[config.mk]
export PLATFORM = sky130hd
export DESIGN_NAME = k_and_s_control_unit_flat
export DESIGN_NICKNAME = d
export VERILOG_FILES = /design/src/rtl/k_and_s_control_unit_if.sv /design/src/rtl/k_and_s_control_unit.sv /design/src/flat_wrapper.sv
export SDC_FILE = /design/constraint.sdc
export NUM_CORES = 1
export LEC_CHECK = 0
export CAP_MARGIN = 20
export CORE_MARGIN = 1
export CORE_UTILIZATION = 40
export DETAILED_ROUTE_END_ITERATION = 10
export MAX_ROUTING_LAYER = met4
export PLACE_DENSITY_LB_ADDON = 0.1
export SYNTH_ARGS = -nofsm -noshare
export SYNTH_HDL_FRONTEND = slang
export SYNTH_SLANG_ARGS = --single-unit
[constraint.sdc]
create_clock -name clk -period 3.51 [get_ports clk]
set_clock_uncertainty 0.1 [all_clocks]
set_input_delay 0.5265 -clock clk [delete_from_list [all_inputs] [get_ports clk]]
set_output_delay 0.5265 -clock clk [all_outputs]
set_load 0.02 [all_outputs]
[src/rtl/k_and_s_control_unit_if.sv]
// Decoded-instruction type shared by the K&S data path and control unit, plus the
// control-unit <-> data-path signal bundle.
package k_and_s_pkg;
  typedef enum logic [3:0] {
    I_NOP, I_HALT, I_ADD, I_SUB, I_AND, I_OR, I_MOVE, I_LOAD,
    I_STORE, I_BRANCH, I_BZERO, I_BNZERO, I_BNEG, I_BNNEG, I_BOV, I_BNOV
  } decoded_instruction_type;
endpackage

interface k_and_s_control_unit_if;
  import k_and_s_pkg::*;

  decoded_instruction_type decoded_instruction;
  logic                    zero_op;
  logic                    neg_op;
  logic                    unsigned_overflow;
  logic                    signed_overflow;

  logic                    branch;
  logic                    pc_enable;
  logic                    ir_enable;
  logic                    addr_sel;
  logic                    c_sel;
  logic [1:0]              operation;
  logic                    write_reg_enable;
  logic                    flags_reg_enable;
  logic                    ram_write_enable;

  modport master (
    input  decoded_instruction, zero_op, neg_op, unsigned_overflow, signed_overflow,
    output branch, pc_enable, ir_enable, addr_sel, c_sel, operation,
           write_reg_enable, flags_reg_enable, ram_write_enable
  );

  modport slave (
    output decoded_instruction, zero_op, neg_op, unsigned_overflow, signed_overflow,
    input  branch, pc_enable, ir_enable, addr_sel, c_sel, operation,
           write_reg_enable, flags_reg_enable, ram_write_enable
  );
endinterface

[src/rtl/k_and_s_control_unit.sv]
// Multi-cycle fetch/decode/execute sequencer for the K&S processor, with a
// configurable RAM read latency and a retired-instruction counter.
module k_and_s_control_unit #(
  parameter int RAM_WAIT_CYCLES = 1,
  parameter int CNT_W           = 16
) (
  input  logic                      clk,
  input  logic                      rst,
  k_and_s_control_unit_if.master    ctrl,
  output logic                      halted,
  output logic [CNT_W-1:0]          instr_count
);
  import k_and_s_pkg::*;

  typedef enum logic [3:0] {
    FETCH, FETCH_LATCH, DECODE, EXEC_ALU, EXEC_MOVE,
    LOAD_WAIT, LOAD_WB, EXEC_STORE, EXEC_BR, HALT
  } state_t;

  localparam logic [3:0] WAIT_LAST = 4'(RAM_WAIT_CYCLES - 1);

  state_t     state;
  state_t     next_state;
  logic [3:0] wait_cnt;
  logic       take;
  logic       retire;
  logic       unused_signed_overflow;

  // The signed flag is part of the data-path bundle but no branch tests it.
  assign unused_signed_overflow = ctrl.signed_overflow;

  always_ff @(posedge clk) begin
    if (rst) begin
      state       <= FETCH;
      wait_cnt    <= '0;
      instr_count <= '0;
    end else begin
      state <= next_state;
      if ((state == FETCH || state == LOAD_WAIT) && next_state == state)
        wait_cnt <= wait_cnt + 4'd1;
      else
        wait_cnt <= '0;
      if (retire)
        instr_count <= instr_count + CNT_W'(1);
    end
  end

  always_comb begin
    next_state = state;
    case (state)
      FETCH:       if (wait_cnt == WAIT_LAST) next_state = FETCH_LATCH;
      FETCH_LATCH: next_state = DECODE;
      DECODE: begin
        case (ctrl.decoded_instruction)
          I_ADD, I_SUB, I_AND, I_OR:       next_state = EXEC_ALU;
          I_MOVE:                          next_state = EXEC_MOVE;
          I_LOAD:                          next_state = LOAD_WAIT;
          I_STORE:                         next_state = EXEC_STORE;
          I_BRANCH, I_BZERO, I_BNZERO, I_BNEG,
          I_BNNEG, I_BOV, I_BNOV:          next_state = EXEC_BR;
          I_HALT:                          next_state = HALT;
          default:                         next_state = FETCH;
        endcase
      end
      LOAD_WAIT:   if (wait_cnt == WAIT_LAST) next_state = LOAD_WB;
      EXEC_ALU, EXEC_MOVE, LOAD_WB,
      EXEC_STORE, EXEC_BR:                 next_state = FETCH;
      HALT:        next_state = HALT;
      default:     next_state = FETCH;
    endcase
    // An instruction retires when it hands back to FETCH; HALT retires on entry.
    retire = (next_state == FETCH && state != FETCH) ||
             (next_state == HALT && state != HALT);
  end

  always_comb begin
    take = 1'b0;
    case (ctrl.decoded_instruction)
      I_BRANCH: take = 1'b1;
      I_BZERO:  take = ctrl.zero_op;
      I_BNZERO: take = !ctrl.zero_op;
      I_BNEG:   take = ctrl.neg_op;
      I_BNNEG:  take = !ctrl.neg_op;
      I_BOV:    take = ctrl.unsigned_overflow;
      I_BNOV:   take = !ctrl.unsigned_overflow;
      default:  take = 1'b0;
    endcase
  end

  // Outputs are forced idle during reset so an aborted store never writes.
  always_comb begin
    ctrl.branch           = 1'b0;
    ctrl.pc_enable        = 1'b0;
    ctrl.ir_enable        = 1'b0;
    ctrl.addr_sel         = 1'b0;
    ctrl.c_sel            = 1'b0;
    ctrl.operation        = 2'b00;
    ctrl.write_reg_enable = 1'b0;
    ctrl.flags_reg_enable = 1'b0;
    ctrl.ram_write_enable = 1'b0;
    halted                = 1'b0;
    if (!rst) begin
      case (state)
        FETCH_LATCH: begin
          ctrl.ir_enable = 1'b1;
          ctrl.pc_enable = 1'b1;
        end
        EXEC_ALU: begin
          case (ctrl.decoded_instruction)
            I_SUB:   ctrl.operation = 2'b01;
            I_AND:   ctrl.operation = 2'b10;
            I_OR:    ctrl.operation = 2'b11;
            default: ctrl.operation = 2'b00;
          endcase
          ctrl.write_reg_enable = 1'b1;
          ctrl.flags_reg_enable = 1'b1;
        end
        EXEC_MOVE: begin
          ctrl.operation        = 2'b11;
          ctrl.write_reg_enable = 1'b1;
        end
        LOAD_WAIT: ctrl.addr_sel = 1'b1;
        LOAD_WB: begin
          ctrl.addr_sel         = 1'b1;
          ctrl.c_sel            = 1'b1;
          ctrl.write_reg_enable = 1'b1;
        end
        EXEC_STORE: begin
          ctrl.addr_sel         = 1'b1;
          ctrl.ram_write_enable = 1'b1;
        end
        EXEC_BR: begin
          ctrl.pc_enable = take;
          ctrl.branch    = take;
        end
        HALT:    halted = 1'b1;
        default: ;
      endcase
    end
  end
endmodule
[src/flat_wrapper.sv]
// flat-port wrapper written by rule: the top's interface ports become plain ports
module k_and_s_control_unit_flat import k_and_s_pkg::*;
#(
  parameter int RAM_WAIT_CYCLES = 1,
  parameter int CNT_W           = 16
)
  (clk, rst, halted, instr_count, ctrl_decoded_instruction, ctrl_zero_op, ctrl_neg_op, ctrl_unsigned_overflow, ctrl_signed_overflow, ctrl_branch, ctrl_pc_enable, ctrl_ir_enable, ctrl_addr_sel, ctrl_c_sel, ctrl_operation, ctrl_write_reg_enable, ctrl_flags_reg_enable, ctrl_ram_write_enable);
  k_and_s_control_unit_if ctrl_i ();
  input  logic clk;
  input  logic rst;
  output logic halted;
  output logic [CNT_W-1:0] instr_count;
  input wire logic [$bits(ctrl_i.decoded_instruction)-1:0] ctrl_decoded_instruction;
  input wire logic [$bits(ctrl_i.zero_op)-1:0] ctrl_zero_op;
  input wire logic [$bits(ctrl_i.neg_op)-1:0] ctrl_neg_op;
  input wire logic [$bits(ctrl_i.unsigned_overflow)-1:0] ctrl_unsigned_overflow;
  input wire logic [$bits(ctrl_i.signed_overflow)-1:0] ctrl_signed_overflow;
  output wire logic [$bits(ctrl_i.branch)-1:0] ctrl_branch;
  output wire logic [$bits(ctrl_i.pc_enable)-1:0] ctrl_pc_enable;
  output wire logic [$bits(ctrl_i.ir_enable)-1:0] ctrl_ir_enable;
  output wire logic [$bits(ctrl_i.addr_sel)-1:0] ctrl_addr_sel;
  output wire logic [$bits(ctrl_i.c_sel)-1:0] ctrl_c_sel;
  output wire logic [$bits(ctrl_i.operation)-1:0] ctrl_operation;
  output wire logic [$bits(ctrl_i.write_reg_enable)-1:0] ctrl_write_reg_enable;
  output wire logic [$bits(ctrl_i.flags_reg_enable)-1:0] ctrl_flags_reg_enable;
  output wire logic [$bits(ctrl_i.ram_write_enable)-1:0] ctrl_ram_write_enable;
  assign ctrl_i.decoded_instruction = ctrl_decoded_instruction;
  assign ctrl_i.zero_op = ctrl_zero_op;
  assign ctrl_i.neg_op = ctrl_neg_op;
  assign ctrl_i.unsigned_overflow = ctrl_unsigned_overflow;
  assign ctrl_i.signed_overflow = ctrl_signed_overflow;
  assign ctrl_branch = ctrl_i.branch;
  assign ctrl_pc_enable = ctrl_i.pc_enable;
  assign ctrl_ir_enable = ctrl_i.ir_enable;
  assign ctrl_addr_sel = ctrl_i.addr_sel;
  assign ctrl_c_sel = ctrl_i.c_sel;
  assign ctrl_operation = ctrl_i.operation;
  assign ctrl_write_reg_enable = ctrl_i.write_reg_enable;
  assign ctrl_flags_reg_enable = ctrl_i.flags_reg_enable;
  assign ctrl_ram_write_enable = ctrl_i.ram_write_enable;
  k_and_s_control_unit #(.RAM_WAIT_CYCLES(RAM_WAIT_CYCLES), .CNT_W(CNT_W)) u_core (.clk(clk), .rst(rst), .ctrl(ctrl_i), .halted(halted), .instr_count(instr_count));
endmodule
* Word-level counts from Yosys, hierarchy flattened *
Memories as Yosys holds them, arrays and structs flattened.
Cells that the tools add are included.

word-level totals
  register bits = 24
  latch bits = 0
  RAM bits = 0
  memory bits (read-only) = 64
  logic and storage cells = 69
  memories = 1

memories
  memory           words  bits a word  read ports  clocked after memory_dff  write ports  RTL line                    text
  (no name shown)  16     4            1           0                         0            k_and_s_control_unit.sv:54  case (ctrl.decoded_instruction)

operators by class
  add/sub/neg operators = 2
  $mul = 0
  div/mod/pow operators = 0
  magnitude comparators = 0
  equal/unequal tests = 22
  shift operators = 0
  muxes and demuxes = 25
  bitwise gates (word level) = 1
  reduce and logical (&&, ||, !) cells = 15

operators by type and width
  kind                                           number
  == test 4 bit, second input constant           10
  == test 4 x 3 -> 1 bit, second input constant  6
  case mux 4 bit (5 select lines)                1
  2-to-1 mux 1 bit                               17
  adder 16 x 1 -> 16 bit, second input constant  1
  == test 4 x 2 -> 1 bit, second input constant  3
  logical NOT 4 bit                              3
  2-to-1 mux 4 bit                               2
  case mux 1 bit (7 select lines)                1
  case mux 2 bit (3 select lines)                1
  OR reduction 3 bit                             2
  adder 4 x 1 -> 4 bit, second input constant    1
  == test 4 x 1 -> 1 bit, second input constant  1
  == test 4 bit                                  1
  != test 4 bit, second input constant           1
  case mux 2 bit (2 select lines)                1
  nonzero test 4 bit                             1
  logical AND 1 bit                              3
  logical NOT 1 bit                              3
  logical OR 1 bit                               2
  2-to-1 mux 2 bit                               1
  case mux 1 bit (2 select lines)                1
  OR reduction 2 bit                             1
  inverter 1 bit                                 1

* Depth between registers and ports, before layout *
Gate-level depths: netlist (run 1).

  depth in word-level cells = 7
  gate-level depth with buffers = 9
  gate-level depth less buffers = 9

* Worst setup path after synthesis (run 1) *
OpenSTA, ideal clock, no wires.

  path type = register to register
  from = reg u_core.wait_cnt[0]
  to = reg u_core.instr_count[8]
  library setup time = 0.123 ns
  data arrival time = 2.799 ns
  data required time = 3.287 ns
  setup slack = 0.488 ns
  stages on the path, launching flop included = 10
  clock period less this slack = 3.022 ns
  cells stage by stage = dfxtp_1 > inv_1 > ha_1 > or3b_1 > or4_1 > o311a_2 > a2111o_4 > a211oi_4 > and3_1 > mux2_1

on the way
  longest elaborated chain between the ends = 6

RTL lines
  item                                                RTL line                                                text
  from (decl)                                         k_and_s_control_unit.sv:24                              logic [3:0] wait_cnt;
  from (signal assigned)                              k_and_s_control_unit.sv:40                              wait_cnt <= wait_cnt + 4'd1;
  logical NOT 4 bit *                                 k_and_s_control_unit.sv:51, k_and_s_control_unit.sv:65
  2-to-1 mux 4 bit (on tied branches)                 k_and_s_control_unit.sv:65, k_and_s_control_unit.sv:51
  case mux 4 bit (5 select lines) *                   k_and_s_control_unit.sv:50                              case (state)
  == test 4 bit or logical NOT 4 bit (tied branches)  k_and_s_control_unit.sv:73, k_and_s_control_unit.sv:72
  logical AND 1 bit (on tied branches)                k_and_s_control_unit.sv:73, k_and_s_control_unit.sv:72
  logical OR 1 bit *                                  k_and_s_control_unit.sv:72                              retire = (next_state == FETCH && state != FETCH) ||
  to (signal assigned)                                k_and_s_control_unit.sv:44                              instr_count <= instr_count + CNT_W'(1);
  to (decl)                                           k_and_s_control_unit.sv:11                              output logic [CNT_W-1:0] instr_count

Every way passes the cells marked *; elsewhere a longest branch is shown, timed or not.
A chain may end at the register's enable or synchronous reset.

* Worst setup path after layout (run 1) *
  from = in ctrl_decoded_instruction[2]
  to = out ctrl_pc_enable

on the way
  longest elaborated chain between the ends = 4

RTL lines
  item                               RTL line                     text
  from (decl)                        flat_wrapper.sv:13           input wire logic [$bits(ctrl_i.decoded_instruction)-1:0] ctrl_decoded_instruction;
  == test 4 bit                      k_and_s_control_unit.sv:78   case (ctrl.decoded_instruction)
  case mux 1 bit (7 select lines) *  k_and_s_control_unit.sv:78
  case mux 1 bit (2 select lines) *  k_and_s_control_unit.sv:103  case (state)
  2-to-1 mux 1 bit *                 k_and_s_control_unit.sv:102  if (!rst) begin
  to (decl)                          flat_wrapper.sv:19           output wire logic [$bits(ctrl_i.pc_enable)-1:0] ctrl_pc_enable;

Marked as above.

==> flow_summary.yaml, run 1 <==
global_route:
  grt.busiest_layer: "met2"
  grt_util_all_layers: 0.1847
  grt-ovfl-total: 0
  met3_usage: 0.03261
  gr-usage-met2: 0.2876
  met1_usage: 0.2431
  grt_max_degree: 28
  grt_pass1_vias: 1318
  grt_pass1_wl_mm: 5.809
  antenna_found_initial: 0
timing:
  drv_slew: 0
  rsz0062_at_grt: "false"
  tns_ns: 0
  fmax_ghz: 0.3207
  setup_viol: 0
  hold_violations: 0
  worst_slew_pin_slew_ns: 0.3661
  period_needed_ns: 3.118
  fin_crit_sh: 0.8883
  relSlewSlack: 0.7489
  final.setup.worst_slack_ns: 0.3922
cells_and_area:
  n_fill_cell: 337
  finalNetCount: 234
  seqCellArea_um2: 480.5
  diodes: 0
  drive_gt1_frac: 0.1142
  multiInputGateArea_um2: 920.9
  fin_area_um2: 1997
  final_util: 0.5758
  syn2layout_area_growth_pct: 33.45
logic_synthesis:
  yosysTopAreaCellShare: 0.3211
  synth_cell_types: 50
  yosysWarnings: 0
  netlist_area_um2: 1496
  synth-seq-area-share: 0.3211
  synth_top_area_cell: "dfxtp_1"
  yosys-top-cells-area: "dfxtp_1 (32%), nor2_1 (6.5%), xnor2_1 (5.3%), inv_1 (3.8%), nand3_1 (3.7%)"
  ys_seq_elements: 24
  synth_nets: 194
  synth.most_common_cell: "nor2_1"
  async_flop_share: 0
  postSynthCellCount: 180
  netlist_top_cells_count: "nor2_1 (26), dfxtp_1 (24), inv_1 (15)"
  avgSynthCellArea_um2: 8.314
  synth-edff-count: 0
  synth_flop_cell: "dfxtp_1"
power:
  power_mw: 0.9279
  p_leak_nw: 0.6913
  peakVddDrop_mv: 0.3379
  p_per_area_nw_per_um2: 464.7
worst_setup_path:
  startpoint: "ctrl_decoded_instruction[2]"
  crit_path_max_fanout: 6
  crit_end: "ctrl_pc_enable"
  rr_worst_depth: 9
  critPathSlowestCell: "clkdlybuf4s50_1"
  worstReg2RegEnd: "u_core.instr_count[8]$_SDFFE_PP0P_"
  crit_type: "input port to output port"
  timing.rr.start: "u_core.wait_cnt[0]$_SDFF_PP0_"
  critPathMaxStageDelay_ns: 0.62
  startpoint_type: "input port"
  crit_chain: "clkdlybuf4s50_1 > buf_4 > mux2_2 > a21oi_1 > xnor2_1 > o22ai_1 > clkdlybuf4s50_1"
  cp-end-kind: "output port"
  ff2ff_setup_slack_ns: 0.42
  cp.required_ns: 2.88
  critical_path_arrival_ns: 2.49
  crit_top_cell: "clkdlybuf4s50_1"
cts:
  clock_latency_ns: 0.27
  cts_resized: 0
  clockBufferDepth: 2
  cts_sinks: 24
  cts_buffers: 3
  clock_tree.root_cell: "clkbuf_8"
  cts.clk_slew.worst_paths_ns: 0.08
  htreeDepth: 1
  postCtsSetupBuffers: 0
  hold_buffers: 0
  cts_tree: "built"
drt:
  finalWirelength_mm: 3.275
  drc_errors: 0
  wl_per_cell_um: 12.36
  first_pass_iters: 4
  via_count: 1427
  detail-route-antenna-nets: 0
  viasPerCell: 5.385
  drtIter0Drc: 71
job:
  cap_violations: 0
floorplan:
  die_w_um: 63.17
  num_rows: 21
  fp.dieH_um: 63.17
  die_area_um2: 3990
  start_util: 0.4315
  ios: 37
  core-area_um2: 3468
place:
  place_hpwl_mm: 2.471
  place_ws_ns: 0.09489
  place.gp.congestion: 0.8581
  io_buffers: 35
  postPlaceCellArea_um2: 1926
worst_hold_path:
  hold_path_class: "flip-flop to flip-flop"
outcome:
  outcome: "complete, no violations"
==> critical path, delay by kind of cell <==
| family | cells | cell delay, ns |
|---|---|---|
| xor+xnor | 1 | 0.10 |
| buf+inv | 3 | 1.23 |
| compound gates | 2 | 0.30 |
| mux | 1 | 0.33 |
==> worst min path at each step <==
stage	startpoint	endpoint	slack (ns)	cells after the start
3_5_place_dp	u_core.wait_cnt[0]$_SDFF_PP0_	u_core.wait_cnt[0]$_SDFF_PP0_	0.36	1
5_1_grt	u_core.wait_cnt[0]$_SDFF_PP0_	u_core.wait_cnt[0]$_SDFF_PP0_	0.41	1
6_report	u_core.wait_cnt[0]$_SDFF_PP0_	u_core.wait_cnt[0]$_SDFF_PP0_	0.37	1
2_1_floorplan	u_core.wait_cnt[0]$_SDFF_PP0_	u_core.wait_cnt[0]$_SDFF_PP0_	0.33	1
3_3_place_gp	u_core.wait_cnt[0]$_SDFF_PP0_	u_core.wait_cnt[0]$_SDFF_PP0_	0.34	1
4_1_cts	u_core.wait_cnt[0]$_SDFF_PP0_	u_core.wait_cnt[0]$_SDFF_PP0_	0.38	1
==> per-stage QoR <==
| stage | hold WS [ns] | std cells |
|---|---|---|
| 2_1_floorplan | 0.3300 | 180 |
| 3_3_place_gp | 0.3403 | 261 |
| 3_5_place_dp | 0.3611 | 261 |
| 4_1_cts | 0.3808 | 265 |
| 5_1_grt | 0.4065 | 265 |
| 6_report | 0.3706 | 265 |
==> registers in the layout (all words and copies together), names as in the netlist <==
name                flops
u_core.state            4
u_core.instr_count     16
u_core.wait_cnt         4
==> final cells by class <==
class,count,share of cell area
tap,46,0.02882
clock inverter,1,0.01504
inverter,15,0.02820
clock buffer,3,0.02068
multi-input combinational,133,0.4612
timing repair buffer,43,0.2055
sequential,24,0.2406
==> where the power goes <==
group	total, mW	switching [mW]	leakage (nW)	internal [mW]
combinational	0.347	0.193	0.462	0.154
sequential	0.338	0.0414	0.194	0.297
clock	0.243	0.0901	0.0357	0.152
==> metal layers <==
metal  vias to the layer above  share of wire
li1                        723              -
met1                       678           0.51
met2                        24           0.45
met3                         2          0.031
met4                         0         0.0061
met5                         -              0
==> logic make-up (layout without fill, tap and decap cells) <==
logic type | after synthesis | in the layout | share of synthesized area
xor gates and xnor gates | 10 | 10 | 0.05853
muxes | 5 | 5 | 0.03595
buffers and inverters | 23 | 62 | 0.06354
and+or+nand+nor | 74 | 74 | 0.2567
DFF | 24 | 24 | 0.3211
AOI/OAI and AO/OA | 40 | 40 | 0.2308
adders and majority gates | 4 | 4 | 0.03345
==> cells in the final DEF, fill, tap and decap left out, types with 4 or more instances in the layout <==
master           synthesis  routed
nor2_1                  26      26
clkdlybuf4s50_1          0      35
buf_4                    0       8
dfxtp_1                 24      24
inv_1                   15      15
xnor2_1                  9       9
a21o_1                   7       7
ha_1                     4       4
nand3_1                 11      11
nand2_1                  8       8
a21oi_1                 10      10
No activity file was read; power rests on OpenSTA's default activity.
==> inputs of run 2 (changes only) <==
Settings changed: SKIP_CTS_REPAIR_TIMING set to 1.
==> results of run 2 <==
The final DEF is identical to that of run 1; final timing and power are the same.
==> inputs of run 3 (changes only) <==
Settings changed: RECOVER_POWER set to 100, SKIP_CTS_REPAIR_TIMING 1 to unset.
==> run 3 against run 2 <==
Critical path depth up 1; power decreased by 3.1%; utilization is 1.1 points lower; design area decreased by 1.9%; final cell count stayed put; setup slack got worse by 0.094 ns; register-to-register slack improved by 0.02 ns; largest cell class unchanged; critical endpoint is now ctrl_branch; maximum frequency is 2.9% lower; count of clock-buffer cells in the layout stayed put; flip-flop and latch count did not move; hold slack barely moved; first-iteration DRC count up 1.4%.
==> flow_summary.yaml, run 3 (synthesis gave the netlist of run 1 again) <==
cts:
  cts_tree: "built"
  clockBufferDepth: 2
  cts_buffers: 3
  cts_resized: 0
  hold_buffers: 0
  cts_sinks: 24
  clock_tree.root_cell: "clkbuf_8"
  htreeDepth: 1
  postCtsSetupBuffers: 0
  clock_latency_ns: 0.27
  cts.clk_slew.worst_paths_ns: 0.08
timing:
  relSlewSlack: 0.6423
  worst_slew_pin_slew_ns: 0.5342
  hold_ws_ns: 0.3707
  tns_ns: 0
  period_needed_ns: 3.212
  drv_slew: 0
  rsz0062_at_grt: "false"
  setup_viol: 0
  fmax_ghz: 0.3113
  hold_violations: 0
  fin_crit_sh: 0.9152
global_route:
  grt_pass1_vias: 1318
  grt-ovfl-total: 0
  grt_max_degree: 28
  antenna_found_initial: 0
  grt_util_all_layers: 0.1847
  grt_pass1_wl_mm: 5.809
drt:
  detail-route-antenna-nets: 0
  drc_errors: 0
  wl_per_cell_um: 12.23
  finalWirelength_mm: 3.240
  via_count: 1429
  drtIter0Drc: 72
  first_pass_iters: 4
  viasPerCell: 5.392
power:
  p_per_area_nw_per_um2: 458.7
  peakVddDrop_mv: 0.3324
  p_leak_nw: 0.7588
worst_setup_path:
  crit_path_max_fanout: 6
  crit_end: "ctrl_branch"
  ff2ff_setup_slack_ns: 0.44
  cp-end-kind: "output port"
  rr_worst_depth: 10
  critical_path_arrival_ns: 2.59
  startpoint: "ctrl_decoded_instruction[1]"
  startpoint_type: "input port"
  worstReg2RegEnd: "u_core.instr_count[6]$_SDFFE_PP0P_"
  timing.rr.start: "u_core.wait_cnt[0]$_SDFF_PP0_"
  crit_type: "input port to output port"
  cp.required_ns: 2.88
cells_and_area:
  drive_gt1_frac: 0.07306
  syn2layout_area_growth_pct: 30.94
  finalNetCount: 234
  largest_reg_flops: 16
  final_cell_mix: "dlygate4sd3_1 (27), nor2_1 (26), dfxtp_1 (24)"
  final_common_cell: "dlygate4sd3_1"
  largestRegisters: "u_core.instr_count x16, u_core.state x4, u_core.wait_cnt x4"
  diodes: 0
  n_fill_cell: 346
  largest_register: "u_core.instr_count"
worst_hold_path:
  whs_path_depth: 1
  hold_path_class: "flip-flop to flip-flop"
floorplan:
  die_area_um2: 3990
  num_rows: 21
  core-area_um2: 3468
  fp.dieH_um: 63.17
  ios: 37
  start_util: 0.4315
  die_w_um: 63.17
place:
  place.gp.congestion: 0.8581
  place_hpwl_mm: 2.471
  io_buffers: 35
job:
  cap_violations: 0
outcome:
  outcome: "complete, no violations"
run 3: cell count changes in the layout (fill, tap and decap cells not counted), sizes merged:
| cell | before | now |
|---|---|---|
| clkdlybuf4s50 | 35 | 8 |
| dlygate4sd3 | 0 | 27 |
| buf | 8 | 3 |
| clkbuf | 3 | 8 |
run 3: per-stage QoR:
step           instance area [µm²]  utilization  cells  worst slack (ns)  total power, mW
3_5_place_dp                  1926       0.5552    261           0.09489           0.6897
6_report                      1959       0.5649    265            0.2977           0.8988
3_3_place_gp                  1926       0.5552    261            0.1334           0.6821
4_1_cts                       1997       0.5758    265            0.3789           0.9372
5_1_grt                       1959       0.5649    265            0.1718           0.9683
2_1_floorplan                 1496            -    180            0.4879           0.5971
run 3: area by class of cell:
cell class,instances,area (µm²),area share
multi-input combinational,133,902.1,0.4604
sequential,24,480.5,0.2452
timing repair buffer,43,391.6,0.1999
tap,46,57.56,0.02937
inverter,15,56.30,0.02874
clock buffer,3,41.29,0.02107
clock inverter,1,30.03,0.01533
run 3: worst min-delay path by stage:
stage                                  startpoint                       endpoint  slack [ns]
finish              u_core.wait_cnt[0]$_SDFF_PP0_  u_core.wait_cnt[0]$_SDFF_PP0_        0.37
global route        u_core.wait_cnt[0]$_SDFF_PP0_  u_core.wait_cnt[0]$_SDFF_PP0_        0.41
CTS                 u_core.wait_cnt[0]$_SDFF_PP0_  u_core.wait_cnt[0]$_SDFF_PP0_        0.38
detailed placement  u_core.wait_cnt[0]$_SDFF_PP0_  u_core.wait_cnt[0]$_SDFF_PP0_        0.36
global placement    u_core.wait_cnt[0]$_SDFF_PP0_  u_core.wait_cnt[0]$_SDFF_PP0_        0.34
floorplan           u_core.wait_cnt[0]$_SDFF_PP0_  u_core.wait_cnt[0]$_SDFF_PP0_        0.33
run 3: worst max-delay path, stage by stage:
cell           delay, ns
dlygate4sd3_1       0.54
clkbuf_1            0.23
nand2b_1            0.21
nor2_1              0.06
a21oi_1             0.15
xnor2_1             0.10
nor2_1              0.09
dlygate4sd3_1       0.67
run 3: power breakdown:
group	internal (mW)	total [mW]	switching, mW	leakage, nW
combinational	0.138	0.319	0.182	0.529
clock	0.152	0.242	0.0899	0.0357
sequential	0.297	0.337	0.0403	0.194
total	0.587	0.899	0.312	0.759
run 3: per-layer routing:
| layer | GRT usage | up-vias | wire, µm |
|---|---|---|---|
| li1 | - | 721 | - |
| met1 | 0.2431 | 681 | 1620 |
| met2 | 0.2876 | 25 | 1476 |
| met3 | 0.03261 | 2 | 122 |
| met4 | 0.05233 | 0 | 20 |
| met5 | - | - | 0 |
